==> config.mk <==
export PLATFORM = sky130hd
export DESIGN_NAME = led_pwm_ctrl_flat
export DESIGN_NICKNAME = d
export VERILOG_FILES = /design/src/rtl/led_pwm_ctrl_pkg.sv /design/src/rtl/led_pwm_ctrl_if.sv /design/src/rtl/led_pwm_channel.sv /design/src/rtl/led_pwm_ctrl.sv /design/src/flat_wrapper.sv
export SDC_FILE = /design/constraint.sdc
export NUM_CORES = 1
export LEC_CHECK = 0
export CORE_MARGIN = 1.5
export CORE_UTILIZATION = 58
export CTS_BUF_LIST = sky130_fd_sc_hd__clkbuf_4
export DETAILED_ROUTE_END_ITERATION = 10
export DONT_BUFFER_PORTS = 1
export PLACE_DENSITY = 0.74
export SLEW_MARGIN = 25
export SYNTH_ARGS = -nofsm -noshare
export SYNTH_HDL_FRONTEND = slang
export SYNTH_SLANG_ARGS = --single-unit
==> constraint.sdc <==
create_clock -name clk -period 2.05 [get_ports clk]
set_input_delay 0.41 -clock clk [delete_from_list [all_inputs] [get_ports clk]]
set_output_delay 0.41 -clock clk [all_outputs]
set_load 0.005 [all_outputs]
==> src/rtl/led_pwm_ctrl_pkg.sv <==
// rtl/led_pwm_ctrl_pkg.sv - register map, bus width and address decode shared by the LED PWM controller
package led_pwm_ctrl_pkg;

    localparam int BUS_W = 16;

    localparam logic [15:0] LED_OFS   = 16'd0;
    localparam logic [15:0] MODE_OFS  = 16'd2;
    localparam logic [15:0] DUTY_BASE = 16'd4;

    typedef enum logic [1:0] {
        REG_NONE,
        REG_LED,
        REG_MODE,
        REG_DUTY
    } reg_kind_e;

    typedef struct packed {
        reg_kind_e  kind;
        logic [3:0] idx;
    } reg_sel_t;

    // addr is a word address; registers live at even byte offsets from base
    function automatic reg_sel_t decode_addr(input logic [15:0] addr,
                                             input logic [15:0] base,
                                             input int unsigned num_regs);
        logic [15:0] byte_addr;
        logic [15:0] off;
        logic [15:0] duty_end;
        reg_sel_t    sel;
        byte_addr = {addr[14:0], 1'b0};
        off       = byte_addr - base;
        duty_end  = DUTY_BASE + 16'(2 * num_regs);
        sel.kind  = REG_NONE;
        sel.idx   = '0;
        if (off == LED_OFS) begin
            sel.kind = REG_LED;
        end else if (off == MODE_OFS) begin
            sel.kind = REG_MODE;
        end else if (off >= DUTY_BASE && off < duty_end && !off[0]) begin
            sel.kind = REG_DUTY;
            sel.idx  = 4'((off - DUTY_BASE) >> 1);
        end
        return sel;
    endfunction

endpackage

==> src/rtl/led_pwm_ctrl_if.sv <==
// rtl/led_pwm_ctrl_if.sv - register bus between host and LED PWM controller
interface led_pwm_ctrl_if;
    import led_pwm_ctrl_pkg::*;

    logic             en;
    logic             wr_en;
    logic [BUS_W-1:0] addr;
    logic [BUS_W-1:0] data;
    logic [BUS_W-1:0] rd_data;

    modport master (output en, output wr_en, output addr, output data, input rd_data);
    modport slave  (input en, input wr_en, input addr, input data, output rd_data);
endinterface

==> src/rtl/led_pwm_channel.sv <==
// rtl/led_pwm_channel.sv - one LED channel: duty register, mode bit, compare and output flop
module led_pwm_channel #(
    parameter int PWM_BITS = 8
) (
    input  logic                clk,
    input  logic                rst,
    input  logic                duty_we,
    input  logic [PWM_BITS-1:0] duty_wdata,
    input  logic                mode_we,
    input  logic                mode_wdata,
    input  logic                led_static,
    input  logic [PWM_BITS-1:0] pwm_cnt,
    output logic [PWM_BITS-1:0] duty,
    output logic                mode,
    output logic                led_out
);

    // compare uses pre-edge duty/mode, so a write shows on led_out one edge later
    always_ff @(posedge clk or negedge rst) begin
        if (!rst) begin
            duty    <= '0;
            mode    <= 1'b0;
            led_out <= 1'b0;
        end else begin
            if (duty_we) duty <= duty_wdata;
            if (mode_we) mode <= mode_wdata;
            led_out <= mode ? (pwm_cnt < duty) : led_static;
        end
    end

endmodule

==> src/rtl/led_pwm_ctrl.sv <==
// rtl/led_pwm_ctrl.sv - LED controller top: prescaler, PWM counter, register decode and readback
module led_pwm_ctrl
    import led_pwm_ctrl_pkg::*;
#(
    parameter int          NUM_LEDS  = 8,
    parameter int          PWM_BITS  = 8,
    parameter int          PRESCALE  = 1,
    parameter logic [15:0] BASE_ADDR = 16'hff00
) (
    input  logic                clk,
    input  logic                rst,
    led_pwm_ctrl_if.slave       bus,
    output logic [NUM_LEDS-1:0] led_out
);

    localparam int PS_W = (PRESCALE > 1) ? $clog2(PRESCALE) : 1;

    logic [PS_W-1:0]     ps_cnt;
    logic                tick;
    logic [PWM_BITS-1:0] pwm_cnt;
    logic [NUM_LEDS-1:0] led_reg;
    logic [NUM_LEDS-1:0] mode_vec;
    logic [PWM_BITS-1:0] duty_vec [NUM_LEDS];
    logic [BUS_W-1:0]    rd_next;
    logic                wr_acc;
    logic                rd_acc;
    reg_sel_t            sel;
    logic                unused_bits;

    assign sel         = decode_addr(bus.addr, BASE_ADDR, NUM_LEDS);
    assign wr_acc      = bus.en & bus.wr_en;
    assign rd_acc      = bus.en & ~bus.wr_en;
    assign tick        = (ps_cnt == PS_W'(PRESCALE - 1));
    assign unused_bits = ^{bus.addr[15], bus.data};

    // free-running timebase; bus traffic never touches it
    always_ff @(posedge clk or negedge rst) begin
        if (!rst) begin
            ps_cnt  <= '0;
            pwm_cnt <= '0;
        end else begin
            ps_cnt <= tick ? '0 : ps_cnt + 1'b1;
            if (tick) pwm_cnt <= pwm_cnt + 1'b1;
        end
    end

    always_comb begin
        rd_next = '0;
        case (sel.kind)
            REG_LED:  rd_next[NUM_LEDS-1:0] = led_reg;
            REG_MODE: rd_next[NUM_LEDS-1:0] = mode_vec;
            REG_DUTY: begin
                for (int i = 0; i < NUM_LEDS; i++) begin
                    if (sel.idx == 4'(i)) rd_next[PWM_BITS-1:0] = duty_vec[i];
                end
            end
            default:  rd_next = '0;
        endcase
    end

    always_ff @(posedge clk or negedge rst) begin
        if (!rst) begin
            led_reg     <= '0;
            bus.rd_data <= '0;
        end else begin
            if (wr_acc && sel.kind == REG_LED) led_reg <= bus.data[NUM_LEDS-1:0];
            if (rd_acc) bus.rd_data <= rd_next;
        end
    end

    for (genvar i = 0; i < NUM_LEDS; i++) begin : g_ch
        led_pwm_channel #(
            .PWM_BITS(PWM_BITS)
        ) u_ch (
            .clk       (clk),
            .rst       (rst),
            .duty_we   (wr_acc && sel.kind == REG_DUTY && sel.idx == 4'(i)),
            .duty_wdata(bus.data[PWM_BITS-1:0]),
            .mode_we   (wr_acc && sel.kind == REG_MODE),
            .mode_wdata(bus.data[i]),
            .led_static(led_reg[i]),
            .pwm_cnt   (pwm_cnt),
            .duty      (duty_vec[i]),
            .mode      (mode_vec[i]),
            .led_out   (led_out[i])
        );
    end

endmodule
==> src/flat_wrapper.sv <==
// flat-port wrapper written by rule: the top's interface ports become plain ports
module led_pwm_ctrl_flat import led_pwm_ctrl_pkg::*;
#(
    parameter int          NUM_LEDS  = 8,
    parameter int          PWM_BITS  = 8,
    parameter int          PRESCALE  = 1,
    parameter logic [15:0] BASE_ADDR = 16'hff00
)
  (clk, rst, led_out, bus_en, bus_wr_en, bus_addr, bus_data, bus_rd_data);
  led_pwm_ctrl_if bus_i ();
  input  logic clk;
  input  logic rst;
  output logic [NUM_LEDS-1:0] led_out;
  input wire logic [$bits(bus_i.en)-1:0] bus_en;
  input wire logic [$bits(bus_i.wr_en)-1:0] bus_wr_en;
  input wire logic [$bits(bus_i.addr)-1:0] bus_addr;
  input wire logic [$bits(bus_i.data)-1:0] bus_data;
  output wire logic [$bits(bus_i.rd_data)-1:0] bus_rd_data;
  assign bus_i.en = bus_en;
  assign bus_i.wr_en = bus_wr_en;
  assign bus_i.addr = bus_addr;
  assign bus_i.data = bus_data;
  assign bus_rd_data = bus_i.rd_data;
  led_pwm_ctrl #(.NUM_LEDS(NUM_LEDS), .PWM_BITS(PWM_BITS), .PRESCALE(PRESCALE), .BASE_ADDR(BASE_ADDR)) u_core (.clk(clk), .rst(rst), .bus(bus_i), .led_out(led_out));
endmodule
== Word level (Yosys, flattened, before mapping) ==
Cells that the tools add are included.

* Latch bits: 0
* Output and inout bits: 24
* Input port bits: 36
* Logic and storage cells: 95
* Bits in read-only memories: 0
* RAM bits: 0
* Memories: 0
* Register bits: 105

* Multiply operators: 0
* Equality and inequality tests: 11
* Reductions and logical operators: 16
* Bitwise gates (word level): 3
* Magnitude comparators: 10
* Div/mod/pow operators: 0
* Add/sub/neg operators: 4
* Shifts and indexed selects: 0
* Mux-type cells: 23

{| class="wikitable"
|+ Operator list
! kind !! number
|-
| less-than comparator 8 bit || 8
|-
| 2-to-1 mux 8 bit || 8
|-
| case mux 8 bit (3 select lines) || 1
|-
| equality test 16 x 2 -> 1 bit (second input constant) || 1
|-
| equality test 4 x 3 -> 1 bit (second input constant) || 4
|-
| greater-or-equal comparator 16 x 3 -> 1 bit (second input constant) || 1
|-
| zero test 16 bit || 1
|-
| less-than comparator 16 x 5 -> 1 bit (second input constant) || 1
|-
| subtractor 16 bit (second input constant) || 1
|-
| logical AND 1 bit || 13
|-
| 2-to-1 mux 1 bit || 9
|-
| adder 8 x 1 -> 8 bit (second input constant) || 1
|-
| equality test 4 x 2 -> 1 bit (second input constant) || 2
|-
| 2-to-1 mux 4 bit || 2
|-
| 2-to-1 mux 6 bit || 1
|-
| subtractor 5 x 3 -> 5 bit (second input constant) || 1
|-
| equality test 2 bit (second input constant) || 2
|-
| equality test 4 x 1 -> 1 bit (second input constant) || 1
|-
| zero test 4 bit || 1
|-
| 2-to-1 mux 2 bit || 2
|-
| AND 1 bit || 2
|-
| equality test 2 x 1 -> 1 bit (second input constant) || 1
|-
| adder 1 bit (second input constant) || 1
|-
| zero test 1 bit || 1
|-
| inverter 1 bit || 1
|}

== Depth between registers and ports, before layout ==
Gate-level depths: netlist (run 1).

* Word-level depth: 17
* Gate-level depth with buffers: 10
* Mapped depth without buffers: 9

== Cells and area by module ==
Synthesis (run 1) repeated with hierarchy kept, for this count alone.

* Cells, all modules: 659
* Area, all modules: 6,502.5 um^2

{| class="wikitable"
|+ Modules (own cells, without submodules)
! module !! times used !! area each (um^2) !! cells an instance !! sequential area each (um^2)
|-
| led_pwm_channel || 8 || 538.0 || 52 || 250.2
|-
| led_pwm_ctrl || 1 || 2,198.4 || 243 || 600.6
|}

== Worst setup path before layout (run 1) ==
Ideal clock, no wire load.

* Path kind: input -> register
* From: in bus_addr[7]
* To: reg u_core.g_ch[6].u_ch.duty[2]
* Stages: 8
* Path slack: -0.687 ns
* Required time: 1.925 ns
* Arrival: 2.612 ns
* Path buffers: 1
* Cell sequence: ha_1 -> or4_1 -> a211oi_2 -> or2_2 -> nand4_4 -> or4b_1 -> buf_2 -> mux2_4

* Word-level cells in the longest chain between the ends: 10
* Elaborated cells between the ends (all ways): 16
* Classes of those cells: add/sub: 1; order compare: 2; eq/ne: 3; mux: 5; reduce/logical: 5

{| class="wikitable"
|+ RTL lines
! item !! RTL line !! RTL
|-
| start, declared || flat_wrapper.sv:16 || <nowiki>input wire logic [$bits(bus_i.addr)-1:0] bus_addr;</nowiki>
|-
| subtractor 16 bit (*) || led_pwm_ctrl_pkg.sv:31 || <nowiki>off = byte_addr - base;</nowiki>
|-
| greater-or-equal comparator 16 x 3 -> 1 bit or less-than comparator 16 x 5 -> 1 bit (tied branches) || led_pwm_ctrl_pkg.sv:39 || <nowiki>end else if (off >= DUTY_BASE && off < duty_end && !off[0]) begin</nowiki>
|-
| logical AND 1 bit (2 in series) || led_pwm_ctrl_pkg.sv:39 ||
|-
| 2-to-1 mux 6 bit || led_pwm_ctrl_pkg.sv:39 ||
|-
| 2-to-1 mux 2 bit || led_pwm_ctrl_pkg.sv:37 || <nowiki>end else if (off == MODE_OFS) begin</nowiki>
|-
| 2-to-1 mux 2 bit || led_pwm_ctrl_pkg.sv:35 || <nowiki>if (off == LED_OFS) begin</nowiki>
|-
| equality test 2 bit || led_pwm_ctrl.sv:77 || <nowiki>.duty_we (wr_acc && sel.kind == REG_DUTY && sel.idx == 4'(i)),</nowiki>
|-
| logical AND 1 bit || led_pwm_ctrl.sv:77 ||
|-
| logical AND 1 bit (*) || led_pwm_ctrl.sv:77 ||
|-
| end signal, assigned || led_pwm_channel.sv:25 || <nowiki>if (duty_we) duty <= duty_wdata;</nowiki>
|-
| end, declared || led_pwm_channel.sv:13 || <nowiki>output logic [PWM_BITS-1:0] duty,</nowiki>
|}

Every way passes the cells marked *; elsewhere a longest branch is shown, timed or not.
A chain may end at the register's enable or synchronous reset.

== Worst setup path in the final report (run 1) ==
* From: in bus_addr[7]
* To: reg u_core.led_reg[4]

* Word-level cells in the longest chain between the ends: 9
* Elaborated cells between the ends (all ways): 12
* Classes of those cells: add/sub: 1; order compare: 2; eq/ne: 2; mux: 3; reduce/logical: 4

{| class="wikitable"
|+ RTL lines
! item !! RTL line !! RTL
|-
| subtractor 16 bit (*) || led_pwm_ctrl_pkg.sv:31 ||
|-
| greater-or-equal comparator 16 x 3 -> 1 bit or less-than comparator 16 x 5 -> 1 bit (tied branches) || led_pwm_ctrl_pkg.sv:39 ||
|-
| logical AND 1 bit (2 in series) || led_pwm_ctrl_pkg.sv:39 ||
|-
| 2-to-1 mux 6 bit || led_pwm_ctrl_pkg.sv:39 ||
|-
| 2-to-1 mux 2 bit || led_pwm_ctrl_pkg.sv:37 ||
|-
| 2-to-1 mux 2 bit (*) || led_pwm_ctrl_pkg.sv:35 ||
|-
| equality test 2 x 1 -> 1 bit (*) || led_pwm_ctrl.sv:66 || <nowiki>if (wr_acc && sel.kind == REG_LED) led_reg <= bus.data[NUM_LEDS-1:0];</nowiki>
|-
| logical AND 1 bit (*) || led_pwm_ctrl.sv:66 ||
|-
| end signal, assigned || led_pwm_ctrl.sv:66 ||
|-
| end, declared || led_pwm_ctrl.sv:21 || <nowiki>logic [NUM_LEDS-1:0] led_reg;</nowiki>
|}

Marked as above.

==> results.cfg, run 1 <==
[status]
status = complete, but fails checks
violations = negative hold slack, negative setup slack

[worst_setup_path]
cp_common_cell = buf_6
cp.buffers_inverters = 2
arrival_ns = 2.51
timing.rr.end = u_core.g_ch[7].u_ch.led_out
r2r-start = u_core.pwm_cnt[1]
critPathKind = in2reg
end_kind = flop
cp-start-kind = primary input
required_ns = 2.44
worstRegToRegCells = 8
worstPathMaxFanout = 5
cp_cell_sequence = ha_4 > or4b_1 > or3_4 > buf_6 > nor3_4 > nor3b_4 > buf_6 > mux2_4
slowest_stage = or4b_1
cpPeakStageDelay_ns = 0.46
path_delay_family = simple AND/OR/NAND/NOR gates
rrSetupSlack_ns = 0.08

[sta]
slew_headroom_pct = 62.0
holdWs_ns = -0.410
fmax_mhz = 472
fin_crit_sh_pct = 103
tns_ns = -1.09
setup_viol = 37
tightestPinTransition_ns = 0.571
rsz0062_at_grt = yes
maxSlewViolCount = 0
finalCriticalPeriod_ns = 2.12
hold_viol = 104
setup_ws_ns = -0.0680
finClkSkew_ns = 0.0171

[die]
die_width_um = 108
rows = 38
die_height_um = 108
dieArea_sq_um = 11700
ios = 60
coreArea_sq_um = 10800
start_util_pct = 59.4

[layout]
nNetsFinal = 815
largest_register_ffs = 64
finalNonFillerCells = 863
seq_area_sq_um = 2600
top_register = u_core.g_ch.u_ch.duty
fillCellCount = 744
drive_above_1_share_pct = 28.8
diodes = 0
area_delta_synth_final_pct = 21.3
final_area_sq_um = 7780
multi_input_area_sq_um = 3750
fin_util_pct = 72.1

[place]
gp_congestion = 0.930
placed_area_sq_um = 7070
dp_slack_ns = -0.633
dp_hpwl_mm = 12.4
dp.cells = 826
io_buffer_count = 0

[clock_network]
cts_sinks = 104
htree_levels = 3
cts_tree = built
numCtsBuffers = 9
clk_pin_slew_worst_paths_ns = 0.17
cts_root_buf = clkbuf_4
cts_buffer_depth = 2
clk_latency_ns = 0.49

[detailed_routing]
drtPass1Iterations = 5
vias = 5286
routedWlPerCell_um = 20.7
routed_wl_mm = 17.9
viasPerCell = 6.13
drcViolationCount = 0
drt-initial-drc-count = 397
ant_nets = 0

[logic_synthesis]
avgSynthCellArea_sq_um = 9.81
synth_flop_cell = dfrtp_1
ys_async_sr_fraction_pct = 100
yosysSeqAreaShare_pct = 40.6
synthCells = 654
synth_area_sq_um = 6420
yosys_warnings = 0
synth-edff-count = 0
synthDistinctLibCells = 57
synth-seq-cells = 104

[global_routing]
grt_pass1_wl_mm = 27.2
antenna_found_initial = 0
grt_max_degree = 105
grt_pass1_vias = 5125
grt-ovfl-total = 0
track_usage_pct = 31.1

[power]
p_per_area_nw_per_um2 = 431
p_leak_nw = 3.83
ir_worst_vdd_mv = 0.283
total_power_mw = 3.35

[min_path]
min_path_type = in2async

[flow_run]
max-cap-violations = 0
-- cell usage in the layout, fill, tap and decap left out, types with 15 or more instances in the layout --
cell	count
dfrtp_1	104
inv_1	78
ha_1	58
buf_4	55
nand2_1	48
o21ai_0	41
mux2_4	33
nor2_1	19
o21ai_1	16
buf_6	16
a21o_1	15
-- where the power goes --
part / internal (mW) / switching [mW]
Combinational: 0.0897 / 0.104
Sequential: 2.06 / 0.00187
Clock: 0.372 / 0.732
-- worst max path at each step --
stage,slack [ns],depth (start not counted),start,to
final,-0.07,8,bus_addr[7],u_core.led_reg[4]
after global routing,-0.12,12,bus_addr[7],u_core.g_ch[5].u_ch.duty[0]
after CTS,-0.08,8,bus_addr[7],u_core.g_ch[6].u_ch.duty[1]
after detailed placement,-0.63,9,bus_addr[7],u_core.g_ch[0].u_ch.duty[6]
after global placement,-0.57,8,bus_addr[7],u_core.g_ch[6].u_ch.duty[3]
after floorplan,-0.52,8,bus_addr[7],u_core.g_ch[6].u_ch.duty[0]
-- metal layers --
layer / routed length (um) / track usage, % / part of all wire [%] / vias up
met5: 0 / 0 / 0 / -
met4: 392 / 11.7 / 2.2 / 0
met3: 1320 / 5.91 / 7.4 / 27
met2: 8400 / 49.6 / 47 / 228
met1: 7770 / 42.2 / 43 / 2627
li1: - / - / - / 2404
-- kinds of logic after synthesis --
logic type / after synthesis / share of synthesized area (%)
AOI/OAI and AO/OA: 164 / 16.8
and+or+nand+nor: 143 / 11.9
buffers and inverters: 119 / 7.98
DFF: 104 / 40.6
adders and majority gates: 61 / 11.9
muxes: 53 / 9.58
xor gates and xnor gates: 9 / 1.23
other: 1 / 0.0584
-- cells in the mapped netlist (4+ instances only) --
cell,instances,area share (%)
a211oi_1,24,2.8
a21boi_0,6,0.70
a21o_1,15,1.8
a21oi_1,9,0.70
a22oi_1,7,0.82
a31oi_1,7,0.68
buf_2,4,0.31
buf_4,16,1.9
clkbuf_1,17,0.99
dfrtp_1,104,41
ha_1,61,12
inv_1,79,4.6
mux2_2,34,6.0
mux2_4,8,1.9
mux2i_1,10,1.6
nand2_1,57,3.3
nand2b_1,10,0.98
nand3_1,7,0.55
nand4_1,5,0.49
nor2_1,21,1.2
nor2b_1,5,0.49
nor3_1,12,0.94
o21ai_0,68,5.3
o311ai_0,4,0.55
o32ai_1,5,0.68
o41ai_1,4,0.55
or3_1,5,0.49
xnor2_1,6,0.82
-- timing repair --
| action | CTS | global route |
|---|---|---|
| hold buffers | 1 | 7 |
| setup buffers | 3 | 9 |
| cloned | 0 | 2 |
| pin swaps | 5 | 28 |
| endpoints found under the hold margin | 105 | 112 |
| setup endpoints to repair | 36 | 76 |
| gates resized for setup | 13 | 88 |
-- cell type report --
class	instances	share of cell area [%]
Timing Repair Buffer	86	10.5
Sequential cell	104	33.4
Inverter	79	3.81
Clock inverter	7	0.933
Clock buffer	9	0.868
Tap cell	140	2.25
Multi-Input combinational cell	438	48.2
-- worst reg2reg max path: stages (launching register included) --
cell	delay, ns
dfrtp_1	0.44
buf_12	0.15
ha_1	0.28
a21o_1	0.16
a21o_1	0.17
a21o_1	0.21
a211oi_2	0.26
o211ai_1	0.12
o311ai_1	0.09
(Power assumes the default switching activity.)
==> inputs of run 2 (changes only) <==
- clock period: 2.05 -> 2.26 ns (I/O delays scaled with it)
==> run 2 against run 1 <==
- worst setup slack gained 0.13 ns
- wire length shrank 8.3%
- combinational power decreased by 23%
- final cell count fell by 2.3%
- global-route usage down 1.1 points
- clock skew rose by 0.0021 ns
- total power down 6.7%
- clock-buffer cell count stayed put
- non-clock buffer count fell by 20
- die area unchanged
- sequential share of layout area rose by 2.4 points
- first-iteration DRC count is 8.6% higher
- the flow finishes with violations (negative hold slack)
- highest routed layer is now met5
==> results.cfg, run 2 (synthesis gave the netlist of run 1 again) <==
[layout]
diodes = 0
area_delta_synth_final_pct = 13.2
layout_common_cells = dfrtp_1, inv_1, buf_4
drive_above_1_share_pct = 22.2
finalNonFillerCells = 843
top_register = u_core.g_ch.u_ch.duty
largest_register_ffs = 64
nNetsFinal = 795
final_common_cell = dfrtp_1

[sta]
hold_viol = 104
finalCriticalPeriod_ns = 2.20
finClkSkew_ns = 0.0192
tightestPinTransition_ns = 0.603
setup_ws_ns = 0.0573
holdWs_ns = -0.366
tns_ns = 0
setup_viol = 0
fmax_mhz = 454
slew_headroom_pct = 59.3
maxSlewViolCount = 0
fin_crit_sh_pct = 97.5

[die]
coreArea_sq_um = 10800
ios = 60
rows = 38
die_width_um = 108
die_height_um = 108
start_util_pct = 59.4
dieArea_sq_um = 11700

[status]
status = complete, but fails checks
violations = negative hold slack

[worst_setup_path]
rrSetupSlack_ns = 0.11
worstPathMaxFanout = 8
cp_cell_sequence = ha_4 > or4_4 > a211oi_4 > or2_4 > nand4_4 > or4b_4 > buf_6 > mux2_4
required_ns = 2.64
cpPeakStageDelay_ns = 0.51
critPathKind = in2reg
cp.buffers_inverters = 1
critPathLaunch = bus_addr[7]
cp_num_cells = 8
crit_end = u_core.g_ch[6].u_ch.duty[5]
cp-start-kind = primary input
end_kind = flop
timing.rr.end = u_core.g_ch[4].u_ch.led_out
worstRegToRegCells = 6
r2r-start = u_core.pwm_cnt[2]
path_delay_family = simple AND/OR/NAND/NOR gates
arrival_ns = 2.58
slowest_stage = or4b_4

[power]
pwr-share-comb_pct = 4.8
ir_worst_vdd_mv = 0.281
total_power_mw = 3.13
p_leak_nw = 3.56
power_frac_seq_pct = 59.6
switchingPower_mw = 0.750
clkPwrFrac_pct = 35.6
internal_power_mw = 2.38
p_per_area_nw_per_um2 = 431
p_sw_share_pct = 23.9

[place]
gp_congestion = 0.910
io_buffer_count = 0
dp_hpwl_mm = 12.2
dp_slack_ns = -0.432
dp.cells = 826

[clock_network]
cts_sinks = 104
clk_pin_slew_worst_paths_ns = 0.16
htree_levels = 3
cts_buffer_depth = 2
cts_root_buf = clkbuf_4
cts_tree = built
clk_latency_ns = 0.49
numCtsBuffers = 9

[global_routing]
grt_pass1_wl_mm = 26.4
grt_pass1_vias = 5023
track_usage_pct = 30.1
grt_max_degree = 105
antenna_found_initial = 1
grt-ovfl-total = 0

[detailed_routing]
ant_nets = 0
drtPass1Iterations = 5
routedWlPerCell_um = 19.5
viasPerCell = 6.03
drcViolationCount = 0
routed_wl_mm = 16.4
vias = 5087
drt-initial-drc-count = 431

[min_path]
min_path_type = in2async

[flow_run]
max-cap-violations = 0
[run 2: per-stage QoR]
step | util (%) | cell area (sq um)
after global routing | 67.3 | 7270
final | 67.3 | 7270
after CTS | 66.5 | 7180
after detailed placement | 65.0 | 7020
after floorplan | - | 6600
after global placement | 65.0 | 7020
[run 2: worst min path at each step]
| stage | from | to | slack (ns) |
|---|---|---|---|
| 3_5_place_dp | rst | u_core.g_ch[7].u_ch.mode | 0.16 |
| 5_1_grt | rst | u_core.g_ch[4].u_ch.mode | -0.38 |
| 4_1_cts | rst | u_core.g_ch[0].u_ch.led_out | -0.39 |
| 2_1_floorplan | rst | u_core.bus.rd_data[0] | 0.16 |
| 6_report | rst | u_core.g_ch[7].u_ch.mode | -0.37 |
| 3_3_place_gp | rst | u_core.g_ch[7].u_ch.duty[7] | 0.16 |
[run 2: power groups by stage]
stage | registers, mW | logic [mW] | clock network, mW
3_5_place_dp | 1.90 | 0.143 | 0
3_3_place_gp | 1.90 | 0.140 | 0
5_1_grt | 1.87 | 0.160 | 1.20
4_1_cts | 1.87 | 0.144 | 1.12
2_1_floorplan | 1.90 | 0.123 | 0
6_report | 1.87 | 0.149 | 1.12
[run 2: cell type report]
type                    count  area, sq um
well taps                 140          175
repair buffers             66          532
inverters                  79          297
clock inverters             7         95.1
fillers                   835         3530
flip-flops and latches    104         2600
clock buffers               9         67.6
multi-input cells         438         3500
[run 2: worst reg2reg max path, stage by stage, from the launching register on]
cell      delay, ns
dfrtp_1        0.72
ha_1           0.33
a21o_1         0.16
a21o_1         0.20
a211oi_1       0.28
o21ai_0        0.14
o311ai_0       0.17
[run 2: metal layers]
layer / global-route usage, % / vias to the layer above / part of all wire, %
met5: 0 / - / 0.049
met4: 11.9 / 2 / 2.5
met3: 5.49 / 34 / 6.8
met2: 48.5 / 166 / 47
met1: 40.2 / 2511 / 44
li1: - / 2374 / -
[run 2: timing repair]
| item | 4_1_cts | 5_1_grt |
|---|---|---|
| setup buffers | 0 | 1 |
| endpoints found under the setup margin | 0 | 26 |
| resized for setup | 0 | 13 |
| endpoints found under the hold margin | 104 | 104 |
